<file path="config.mk">
export PLATFORM = sky130hd
export DESIGN_NAME = cpu_clkgen_flat
export DESIGN_NICKNAME = d
export VERILOG_FILES = /design/src/rtl/cpu_clkgen_if.sv /design/src/rtl/cpu_clkgen.sv /design/src/flat_wrapper.sv
export SDC_FILE = /design/constraint.sdc
export NUM_CORES = 1
export LEC_CHECK = 0
export ABC_AREA = 1
export BUFFER_PORTS_ARGS = -buffer_cell sky130_fd_sc_hd__buf_4
export CAP_MARGIN = 40
export CORE_UTILIZATION = 50
export CTS_CLUSTER_SIZE = 28
export DETAILED_ROUTE_END_ITERATION = 10
export PLACE_DENSITY = 0.84
export SYNTH_ARGS = -nofsm -noshare
export SYNTH_HDL_FRONTEND = slang
export SYNTH_SLANG_ARGS = --single-unit
</file>
<file path="constraint.sdc">
create_clock -name clk_sys -period 2.5 [get_ports clk_sys]
set_clock_uncertainty 0.2 [all_clocks]
set_input_delay 0.75 -clock clk_sys [delete_from_list [all_inputs] [get_ports clk_sys]]
set_output_delay 0.75 -clock clk_sys [all_outputs]
set_load 0.01 [all_outputs]
</file>
<file path="src/rtl/cpu_clkgen_if.sv">
// CPU clock generator bus: speed/contention requests in, CPU clock, strobes and
// frame timing out. The generator drives through the master modport.
interface cpu_clkgen_if #(
  parameter int unsigned TURBO_W = 2,
  parameter int unsigned TW      = 17
);
  logic [TURBO_W-1:0] turbo;
  logic               stall;
  logic               clk_cpu;
  logic               cpu_pos;
  logic               cpu_neg;
  logic               psg_en;
  logic [TW-1:0]      tstate;
  logic               vs_nintr;
  logic [TURBO_W-1:0] turbo_act;

  modport master (
    input  turbo, stall,
    output clk_cpu, cpu_pos, cpu_neg, psg_en, tstate, vs_nintr, turbo_act
  );

  modport slave (
    output turbo, stall,
    input  clk_cpu, cpu_pos, cpu_neg, psg_en, tstate, vs_nintr, turbo_act
  );
endinterface

</file>
<file path="src/rtl/cpu_clkgen.sv">
// CPU clock and frame-timing generator, single clk_sys domain.
// Optional contention stall is enabled by defining CPUCLK_CONTENTION_EN;
// without it the stall input is ignored and the high phase is always H cycles.
module cpu_clkgen #(
  parameter int unsigned HALF_BASE = 4,
  parameter int unsigned TURBO_W   = 2,
  parameter int unsigned PSG_DIV   = 16,
  parameter int unsigned FRAME_T   = 69888,
  parameter int unsigned INT_LEN   = 32,
  parameter int unsigned TW        = 17
) (
  input logic           clk_sys,
  input logic           nRESET,
  cpu_clkgen_if.master  bus
);

  localparam int unsigned HW = (HALF_BASE > 1) ? $clog2(HALF_BASE) : 1;
  localparam int unsigned BW = $clog2(2 * HALF_BASE);
  localparam int unsigned PW = (PSG_DIV > 1) ? $clog2(PSG_DIV) : 1;

  logic [HW-1:0]      hcnt_q, hcnt_d;
  logic               clk_cpu_q, clk_cpu_d;
  logic               cpu_pos_q, cpu_pos_d;
  logic               cpu_neg_q, cpu_neg_d;
  logic [TURBO_W-1:0] turbo_act_q, turbo_act_d;
  logic [BW-1:0]      bcnt_q, bcnt_d;
  logic [TW-1:0]      tstate_q, tstate_d;
  logic               vs_nintr_q, vs_nintr_d;
  logic [PW-1:0]      pcnt_q, pcnt_d;
  logic               psg_en_q, psg_en_d;

  logic [31:0]        h_eff;
  logic [HW-1:0]      h_last;
  logic               stall_hold;
  logic               base_tick;

`ifdef CPUCLK_CONTENTION_EN
  // Contention only stretches the end of the high phase.
  assign stall_hold = clk_cpu_q & bus.stall;
`else
  logic unused_stall;
  assign unused_stall = bus.stall;
  assign stall_hold   = 1'b0;
`endif

  // Effective half-period from the applied turbo, clamped to at least one cycle.
  always_comb begin
    h_eff = 32'(HALF_BASE) >> turbo_act_q;
    if (h_eff == 32'd0) h_eff = 32'd1;
    h_last = HW'(h_eff - 32'd1);
  end

  // CPU clock phase counter, toggling, strobes and turbo latch on rising edges.
  always_comb begin
    hcnt_d      = hcnt_q + HW'(1);
    clk_cpu_d   = clk_cpu_q;
    cpu_pos_d   = 1'b0;
    cpu_neg_d   = 1'b0;
    turbo_act_d = turbo_act_q;
    if (hcnt_q == h_last) begin
      if (stall_hold) begin
        hcnt_d = hcnt_q;
      end else begin
        hcnt_d    = '0;
        clk_cpu_d = ~clk_cpu_q;
        if (!clk_cpu_q) begin
          cpu_pos_d   = 1'b1;
          turbo_act_d = bus.turbo;
        end else begin
          cpu_neg_d = 1'b1;
        end
      end
    end
  end

  // Base-rate T-state counter and interrupt window; immune to turbo and stall.
  always_comb begin
    base_tick = (bcnt_q == BW'(2 * HALF_BASE - 1));
    bcnt_d    = base_tick ? '0 : bcnt_q + BW'(1);
    tstate_d  = tstate_q;
    if (base_tick) begin
      tstate_d = (tstate_q == TW'(FRAME_T - 1)) ? '0 : tstate_q + TW'(1);
    end
    vs_nintr_d = !(tstate_q < TW'(INT_LEN));
  end

  // Free-running PSG enable divider.
  always_comb begin
    psg_en_d = (pcnt_q == PW'(PSG_DIV - 1));
    pcnt_d   = psg_en_d ? '0 : pcnt_q + PW'(1);
  end

  // State registers with synchronous active-low reset.
  always_ff @(posedge clk_sys) begin
    if (!nRESET) begin
      hcnt_q      <= '0;
      clk_cpu_q   <= 1'b0;
      cpu_pos_q   <= 1'b0;
      cpu_neg_q   <= 1'b0;
      turbo_act_q <= '0;
      bcnt_q      <= '0;
      tstate_q    <= '0;
      vs_nintr_q  <= 1'b1;
      pcnt_q      <= '0;
      psg_en_q    <= 1'b0;
    end else begin
      hcnt_q      <= hcnt_d;
      clk_cpu_q   <= clk_cpu_d;
      cpu_pos_q   <= cpu_pos_d;
      cpu_neg_q   <= cpu_neg_d;
      turbo_act_q <= turbo_act_d;
      bcnt_q      <= bcnt_d;
      tstate_q    <= tstate_d;
      vs_nintr_q  <= vs_nintr_d;
      pcnt_q      <= pcnt_d;
      psg_en_q    <= psg_en_d;
    end
  end

  assign bus.clk_cpu   = clk_cpu_q;
  assign bus.cpu_pos   = cpu_pos_q;
  assign bus.cpu_neg   = cpu_neg_q;
  assign bus.psg_en    = psg_en_q;
  assign bus.tstate    = tstate_q;
  assign bus.vs_nintr  = vs_nintr_q;
  assign bus.turbo_act = turbo_act_q;

endmodule

</file>
<file path="src/flat_wrapper.sv">
// flat-port wrapper written by rule: the top's interface ports become plain ports
module cpu_clkgen_flat 
#(
  parameter int unsigned HALF_BASE = 4,
  parameter int unsigned TURBO_W   = 2,
  parameter int unsigned PSG_DIV   = 16,
  parameter int unsigned FRAME_T   = 69888,
  parameter int unsigned INT_LEN   = 32,
  parameter int unsigned TW        = 17
)
  (clk_sys, nRESET, bus_turbo, bus_stall, bus_clk_cpu, bus_cpu_pos, bus_cpu_neg, bus_psg_en, bus_tstate, bus_vs_nintr, bus_turbo_act);
  cpu_clkgen_if #(.TURBO_W(TURBO_W), .TW(TW)) bus_i ();
  input logic clk_sys;
  input logic nRESET;
  input wire logic [$bits(bus_i.turbo)-1:0] bus_turbo;
  input wire logic [$bits(bus_i.stall)-1:0] bus_stall;
  output wire logic [$bits(bus_i.clk_cpu)-1:0] bus_clk_cpu;
  output wire logic [$bits(bus_i.cpu_pos)-1:0] bus_cpu_pos;
  output wire logic [$bits(bus_i.cpu_neg)-1:0] bus_cpu_neg;
  output wire logic [$bits(bus_i.psg_en)-1:0] bus_psg_en;
  output wire logic [$bits(bus_i.tstate)-1:0] bus_tstate;
  output wire logic [$bits(bus_i.vs_nintr)-1:0] bus_vs_nintr;
  output wire logic [$bits(bus_i.turbo_act)-1:0] bus_turbo_act;
  assign bus_i.turbo = bus_turbo;
  assign bus_i.stall = bus_stall;
  assign bus_clk_cpu = bus_i.clk_cpu;
  assign bus_cpu_pos = bus_i.cpu_pos;
  assign bus_cpu_neg = bus_i.cpu_neg;
  assign bus_psg_en = bus_i.psg_en;
  assign bus_tstate = bus_i.tstate;
  assign bus_vs_nintr = bus_i.vs_nintr;
  assign bus_turbo_act = bus_i.turbo_act;
  cpu_clkgen #(.HALF_BASE(HALF_BASE), .TURBO_W(TURBO_W), .PSG_DIV(PSG_DIV), .FRAME_T(FRAME_T), .INT_LEN(INT_LEN), .TW(TW)) u_core (.clk_sys(clk_sys), .nRESET(nRESET), .bus(bus_i));
endmodule
</file>
==> Yosys cells after proc, flatten, opt, wreduce, memory -nomap -nowiden <==
Cells that the tools add are included.
Widths: inputs -> output; s select.
{ "classes": {"n_addsub": 5, "div_mod_pow": 0, "muxes": 4, "mul": 0, "bitwise": 2, "magnitude_cmp": 1, "reduce_logical": 7, "eq_ne": 4, "shift": 1} }
{ "ops": {"columns": ["op", "count"], "rows": [
  ["$logic_not 32->1", 1],
  ["$shr 3x2->32 const A", 1],
  ["$add 17x1->17 const B", 1],
  ["$eq 17x17->1 const B", 1],
  ["$lt 17x6->1 const B", 1],
  ["$mux 17", 1],
  ["$reduce_or 2->1", 3],
  ["$add 4x1->4 const B", 1],
  ["$eq 4x4->1 const B", 1],
  ["$reduce_and 2->1", 2],
  ["$add 3x1->3 const B", 1],
  ["$eq 3x3->1 const B", 1],
  ["$add 2x1->2 const B", 1],
  ["$eq 2x2->1", 1],
  ["$mux 1", 2],
  ["$mux 2", 1],
  ["$not 1->1", 2],
  ["$sub 2x1->2 const B", 1],
  ["$logic_not 1->1", 1]
]} }
{ "totals": {"regBits": 33, "mem_count": 0, "rom_bits": 0, "in_bits": 5, "latch_bits": 0, "output_inout_bits": 24, "mem_bits_rw": 0} }

==> Depth between registers and ports, before layout <==
Gate-level depths: netlist (run 1).
{ "logic_depth": {"depth_word": 6, "ltp_mapped": 10, "ltp_nobuf": 9} }

==> Least setup slack after synthesis (run 1) <==
Ideal clock, no wire load.
{ "synth_timing": {"path_type": "register -> register", "start": "register u_core.tstate_q[0] (netlist: u_core.bus.tstate[0])", "end": "register u_core.tstate_q[16] (netlist: u_core.bus.tstate[16])", "setup_slack_ns": 0.933, "required_ns": 2.186, "path_stages_with_launch": 9, "setup_time_ns": 0.114, "n_path_buf": 0, "arrival_ns": 1.252, "path_cell_list": "dfxtp_1 -> ha_1 -> nand2_1 -> nor2_2 -> nand2_2 -> nor2_2 -> nand3_2 -> nand2_4 -> nor2_2"} }
{ "synth_between": {"elab_chain_cells": 2, "elab_cells_between_ends": 3, "cone_classes": "add/sub: 1; eq/ne: 1; mux: 1"} }
{ "synth_lines": {"columns": ["element", "line", "rtl"], "rows": [
  ["from (decl)", "cpu_clkgen.sv:27", "logic [TW-1:0] tstate_q, tstate_d;"],
  ["from (signal assigned)", "cpu_clkgen.sv:113", "tstate_q <= tstate_d;"],
  ["$add 17x1->17 / $eq 17x17->1 (equally long branches)", "cpu_clkgen.sv:82", "tstate_d = (tstate_q == TW'(FRAME_T - 1)) ? '0 : tstate_q + TW'(1);"],
  ["$mux 17 *", "cpu_clkgen.sv:82", null]
]} }
Every way passes the cells marked *; elsewhere a longest branch is shown, timed or not.
A chain may end at the register's enable or synchronous reset.

==> Final worst setup path (run 1) <==
{ "layout_timing": {"start": "register u_core.tstate_q[7] (netlist: u_core.bus.tstate[7])", "end": "output bus_tstate[7]"} }
{ "layout_rtl": {"columns": ["element", "line", "rtl"], "rows": [
  ["to (decl)", "flat_wrapper.sv:21", "output wire logic [$bits(bus_i.tstate)-1:0] bus_tstate;"]
]} }
No word-level cell between the ends.

==> results of run 1 <==
area by class of cell:
cell class | instances | share of cell area
clock buffers | 5 | 0.0204
clock inverters | 3 | 0.00952
inverters | 29 | 0.0592
multi-input cells | 150 | 0.420
flip-flops and latches | 33 | 0.359
well taps | 31 | 0.0211
repair buffers | 27 | 0.110
per-layer routing:
metal  up-vias  GRT usage
li1        731          -
met1       611      0.263
met2        27      0.297
met3         8     0.0603
met4         0      0.112
met5         -          0
final timing paths:
kind                         from              endpoint  slack, ps  cells after the start
min reg2reg      u_core.bcnt_q[0]      u_core.bcnt_q[0]        230                      1
min              u_core.bcnt_q[0]      u_core.bcnt_q[0]        230                      1
max reg2reg      u_core.bcnt_q[0]  u_core.bus.tstate[8]        670                      9
max          u_core.bus.tstate[7]         bus_tstate[7]        540                      1
state kept, by name, indices dropped and copies added, names as in the netlist:
name,flops
u_core.hcnt_q,2
u_core.bus.psg_en,1
u_core.bus.clk_cpu,1
u_core.bus.cpu_pos,1
u_core.bus.cpu_neg,1
u_core.bus.tstate,17
u_core.bus.vs_nintr,1
u_core.bcnt_q,3
u_core.pcnt_q,4
u_core.bus.turbo_act,2
cells in the mapped netlist (all sizes together):
cell	number
nor2	49
ha	4
nor3	4
nand2	50
nand3b	1
inv	29
xnor2	2
nand4	3
xor2	5
o21bai	3
o21ai	3
buf	2
a21oi	4
nand3	21
nor4	1
dfxtp	33
power groups by stage:
stage / Sequential [W] / Combinational (W) / Clock [W]
finish: 0.000617 / 0.000234 / 0.000294
global route: 0.000627 / 0.000271 / 0.000321
CTS: 0.000617 / 0.000236 / 0.000302
detailed placement: 0.000629 / 0.000235 / 0
global placement: 0.000627 / 0.000227 / 0
floorplan: 0.000638 / 0.000142 / 0
kinds of logic (layout without fill, tap and decap cells):
| group | count (synthesis) | in the layout | share of synthesized area |
|---|---|---|---|
| adder cells (fa/ha/maj) | 4 | 4 | 0.0322 |
| buffers and inverters | 31 | 64 | 0.0780 |
| XOR/XNOR | 7 | 7 | 0.0394 |
| flip-flops | 33 | 33 | 0.425 |
| AO/OA/AOI/OAI | 10 | 10 | 0.0370 |
| AND/OR/NAND/NOR | 129 | 129 | 0.389 |
per-stage QoR:
step           worst slack (ps)  utilization  hold WS, ps  cell area [um2]
2_1_floorplan               933            -          198             1560
3_3_place_gp                620        0.625          213             1780
3_5_place_dp                607        0.625          224             1780
4_1_cts                     537        0.645          239             1840
5_1_grt                     480        0.645          252             1840
6_report                    544        0.645          234             1840
==> summary.txt, run 1 <==
Worst setup path
  • Setup Crit Path Kind: reg -> out
  • Worst path max stage delay: 480 ps
  • Setup crit start kind: flop
  • CP Cell Sequence: buf_4
  • Buf/Inv on CP: 1
  • Crit-path slowest cell: dfxtp_1
  • CP Capture Type: output pin
  • Crit path DAT: 1010 ps
  • CP max FO: 6
  • Crit path max-delay family: flip-flops
  • Required @ worst endpoint: 1550 ps

Timing
  • # setup viols final: 0
  • Setup TNS: 0 ps
  • Min Clock Period, post-route: 1960 ps
  • Slew headroom: 0.649
  • Peak Freq: 0.511 GHz
  • Pins Over Slew Limit: 0
  • Final Hold Viols: 0
  • RSZ-0062 raised after global routing: false
  • Crit share post-route: 0.782
  • Worst slew pin tran: 526 ps

Placement
  • Final RePlAce weighted congestion: 0.821
  • Dpl cells: 270
  • Hpwl dp: 2220 um
  • Port bufs: 27

Clock network
  • CTS tree: yes
  • Clock Tree Root: clkbuf_4
  • Later-pin clock latency in the skew report: 350 ps
  • Setup Fix Bufs, Post-CTS: 0
  • Hold Buf Count CTS: 0
  • Clock sink count: 33
  • Total CTS buffers: 5
  • # resized after CTS: 0
  • H-tree depth: 2
  • Worst-path clk slew: 110 ps
  • Max clock buf depth: 2

Finish
  • Post-Layout Cell Count: 278
  • Area of the multi-input gates: 773 um2
  • FF/Latch Area: 661 um2
  • Nets: 255
  • # fillers: 277
  • Share of cells above drive strength 1: 0.227
  • Leading cell types in the layout, fill and taps excluded: nand2_1 (45), nor2_1 (36), dfxtp_1 (33)
  • Commonest non-fill, non-tap cell in the layout: nand2_1
  • Antenna Cells: 0
  • Syn-to-layout area delta: 18.3%

Power and ir drop
  • Power per cell area: 622 nW/um2
  • Int Pwr: 0.000784 W
  • Pleak: 0.804 nW
  • Switch share: 0.315
  • Seq pwr share: 0.539
  • P_sw: 0.000361 W
  • Tot Pwr: 0.00114 W
  • Comb power frac: 0.204
  • Clock power frac: 0.257
  • Worst VDD drop: 458 uV

Global routing
  • Initial antenna violation count: 0
  • GRT Util Overall: 0.201
  • First-pass GRT wire length: 5030 um
  • Total grt overflow: 0
  • Number of global-route vias before repair: 1196
  • Largest net degree at the start of global routing: 17

Detailed routing
  • DR pass1 iterations: 7
  • Vias per cell: 4.95
  • Initial DRC count: 38
  • Met2 WL post-DR: 1270 um
  • DR WL/cell: 10.6 um
  • WL met1: 1470 um
  • WL met3: 128 um
  • Vias: 1377
  • Final wirelength: 2950 um
  • ANT nets after route: 0
  • # DRC: 2
  • Top routing layer used: met4

Floorplan
  • Die width: 57.8 um
  • Die H: 57.8 um
  • FP Rows: 19
  • Core box area: 2850 um2
  • Initial Util: 0.545
  • Io pins: 29
  • Die ar.: 3340 um2

Synth
  • Yosys reg bits: 33
  • Dominant cell type by area after synthesis: dfxtp_1
  • Unique masters post-synth: 24
  • Sequential share of the synthesized area: 0.425
  • Warnings from Yosys: 0
  • Cells after synthesis: 214
  • Synthesized area: 1560 um2
  • Syn_area_per_cell: 7.27 um2
  • Synth Net Count: 223
  • Synth top area share: 0.425
  • Largest cells by area after synthesis: dfxtp_1 (42%), nand2_1 (11%), nor2_1 (8.7%), inv_1 (6.8%), nand3_1 (6.1%)

Run status
  • Status: finished, violations left
  • Violated checks: design-rule violations

Min path
  • Worst min path class: reg -> reg

Run
  • Maxcap violations: 0
Power figures use the tool's default switching activity.
==> inputs of run 2 (changes only) <==
--- a/config.mk
+++ b/config.mk
@@ -8,10 +8,10 @@
 export ABC_AREA = 1
 export BUFFER_PORTS_ARGS = -buffer_cell sky130_fd_sc_hd__buf_4
 export CAP_MARGIN = 40
-export CORE_UTILIZATION = 50
+export CORE_UTILIZATION = 49
 export CTS_CLUSTER_SIZE = 28
 export DETAILED_ROUTE_END_ITERATION = 10
-export PLACE_DENSITY = 0.84
+export PLACE_DENSITY = 0.86
 export SYNTH_ARGS = -nofsm -noshare
 export SYNTH_HDL_FRONTEND = slang
 export SYNTH_SLANG_ARGS = --single-unit
==> constraint.sdc (replaced) <==
create_clock -name clk_sys -period 1.6 [get_ports clk_sys]
set_clock_uncertainty 0.2 [all_clocks]
set_input_delay 0.48 -clock clk_sys [delete_from_list [all_inputs] [get_ports clk_sys]]
set_output_delay 0.48 -clock clk_sys [all_outputs]
set_load 0.01 [all_outputs]
==> summary.txt, run 2 (synthesis gave the netlist of run 1 again) <==
Finish
  • Leading cell types in the layout, fill and taps excluded: nand2_1 (42), nor2_1 (34), buf_4 (34)
  • Post-Layout Cell Count: 304 (+9.4%)
  • Antenna Cells: 0 (unchanged)
  • Share of cells above drive strength 1: 0.377 (+0.150)
  • Syn-to-layout area delta: 36.8%
  • Max reg flops: 17 (unchanged)
  • Commonest non-fill, non-tap cell in the layout: nand2_1
  • Final instance area: 2130 um2 (+16%)
  • Nets: 268 (+5.1%)

Power and ir drop
  • Worst VDD drop: 907 uV (+98%)
  • Pleak: 0.911 nW (+13%)
  • Power per cell area: 937 nW/um2 (+51%)
  • Tot Pwr: 0.00199 W (+74%)

Placement
  • Port bufs: 27 (unchanged)
  • Hpwl dp: 2290 um (+3.4%)
  • Placed instance area: 1860 um2 (+4.3%)
  • Final RePlAce weighted congestion: 0.957 (+17%)
  • Dpl cells: 291 (+7.8%)
  • Pre-CTS WS: -95.2 ps (-703 ps)

Clock network
  • Total CTS buffers: 5 (unchanged)
  • CTS tree: yes
  • Worst-path clk slew: 100 ps (about the same)
  • Max clock buf depth: 2 (unchanged)
  • Clock Tree Root: clkbuf_4
  • Later-pin clock latency in the skew report: 340 ps (about the same)
  • Clock sink count: 33 (unchanged)
  • H-tree depth: 2 (unchanged)

Global routing
  • GRT Util Overall: 0.214 (+0.0132)
  • Total grt overflow: 0 (unchanged)
  • Largest net degree at the start of global routing: 12 (-5)
  • Number of global-route vias before repair: 1247 (+4.3%)
  • First-pass GRT wire length: 5300 um (+5.3%)
  • Initial antenna violation count: 0 (unchanged)

Timing
  • Crit share post-route: 1.00
  • Setup WS post-layout: -7.05 ps (-551 ps)
  • Setup TNS: -9.70 ps (-9.70 ps)
  • RSZ-0062 raised after global routing: true
  • Min Clock Period, post-route: 1610 ps
  • Slew headroom: 0.803 (+0.154)
  • Final Hold Viols: 0 (unchanged)
  • Worst slew pin tran: 295 ps (-232 ps)
  • Pins Over Slew Limit: 0 (unchanged)
  • # setup viols final: 2 (+2)
  • Peak Freq: 0.622 GHz

Worst setup path
  • Setup crit start kind: flop
  • Required @ worst endpoint: 920 ps (-630 ps)
  • Crit-path slowest cell: dfxtp_2
  • CP max FO: 2 (-4)
  • Crit path DAT: 930 ps (-80 ps)
  • Crit path max-delay family: flip-flops
  • Buf/Inv on CP: 2 (+1)
  • Setup Crit Path Kind: reg -> out
  • CP Cell Sequence: buf_6 > buf_6
  • CP Capture Type: output pin
  • Worst path max stage delay: 360 ps (-120 ps)
  • Crit path top cell by count: buf_6

Run
  • Maxcap violations: 0 (unchanged)

Detailed routing
  • DR pass1 iterations: 4 (-3)
  • Vias: 1480 (+7.5%)
  • # DRC: 0 (-2)
  • Vias per cell: 4.87 (-1.7%)
  • Final wirelength: 3390 um (+15%)
  • DR WL/cell: 11.2 um (+5.2%)
  • Initial DRC count: 64 (+68%)
  • ANT nets after route: 0 (unchanged)

Floorplan
  • Die ar.: 3400 um2 (+2.0%)
  • FP Rows: 20 (+1)
  • Initial Util: 0.514 (-0.0315)
  • Die H: 58.3 um (+0.98%)
  • Die width: 58.3 um (+0.98%)
  • Io pins: 29 (unchanged)
  • Core box area: 3030 um2 (+6.1%)

Min path
  • Worst min path class: in -> reg

Run status
  • Violated checks: negative setup slack
  • Status: finished, violations left
==> run 2: cell count changes in the layout (fill, tap and decap cells not counted), moves of 2 or more <==
cell / before / now
ha_1: 4 / 1
nor2_1: 36 / 34
dfxtp_1: 33 / 15
nand3_1: 19 / 17
nand2_2: 4 / 6
ha_4: 0 / 3
nand2_1: 45 / 42
buf_6: 0 / 6
nor2_4: 3 / 6
dfxtp_2: 0 / 15
buf_4: 27 / 34
clkinv_2: 2 / 0
dfxtp_4: 0 / 3
==> run 2: area by class of cell <==
| class | instances | area, um2 |
|---|---|---|
| Clock buffer | 6 | 51.3 |
| Clock inverter | 2 | 37.5 |
| Fill cell | 230 | 901 |
| Inverter | 29 | 109 |
| Multi-Input combinational cell | 150 | 861 |
| Sequential cell | 33 | 691 |
| Tap cell | 44 | 55.1 |
| Timing Repair Buffer | 40 | 323 |
==> run 2: metal layers <==
metal	vias to the layer above	track usage	wire length (um)
li1	761	-	-
met1	686	0.261	1490
met2	28	0.335	1710
met3	5	0.0593	138
met4	0	0.136	50
met5	-	0	0
==> run 2: worst reg2reg max path, stage by stage, from the launching register on <==
cell and delay (ps):
dfxtp_2 380, buf_6 110, buf_4 110, nand3_1 110, nor2_4 180, nand2_2 110, inv_2 80, nand3_1 60
nand2_1 70, nor2_1 30
==> run 2: final timing paths <==
| check | start | end | slack, ps | depth (start not counted) |
|---|---|---|---|---|
| hold reg to reg | u_core.bcnt_q[0] | u_core.bcnt_q[0] | 250 | 1 |
| setup / recovery | u_core.bus.tstate[1] | bus_tstate[1] | -7 | 2 |
| setup reg to reg | u_core.bus.tstate[1] | u_core.bus.tstate[9] | 40 | 9 |
| hold / removal | bus_turbo[0] | u_core.bus.turbo_act[0] | 150 | 3 |
==> run 2: power by group <==
group / internal (W) / switching [W]
combinational: 0.000162 / 0.000213
sequential: 0.000902 / 0.0000592
clock: 0.000371 / 0.000286
==> run 2: repair_timing <==
action,CTS,global route
gates resized for setup,24,22
endpoints found under the setup margin,25,21
buffers inserted,4,2
hold buffers,0,0
endpoints found under the hold margin,0,0
pin swaps,4,9
==> run 2: stage by stage <==
stage | hold WS [ps] | util
3_3_place_gp | 210 | 0.614
4_1_cts | 128 | 0.672
2_1_floorplan | 198 | -
3_5_place_dp | 215 | 0.614
5_1_grt | 153 | 0.702
6_report | 149 | 0.702
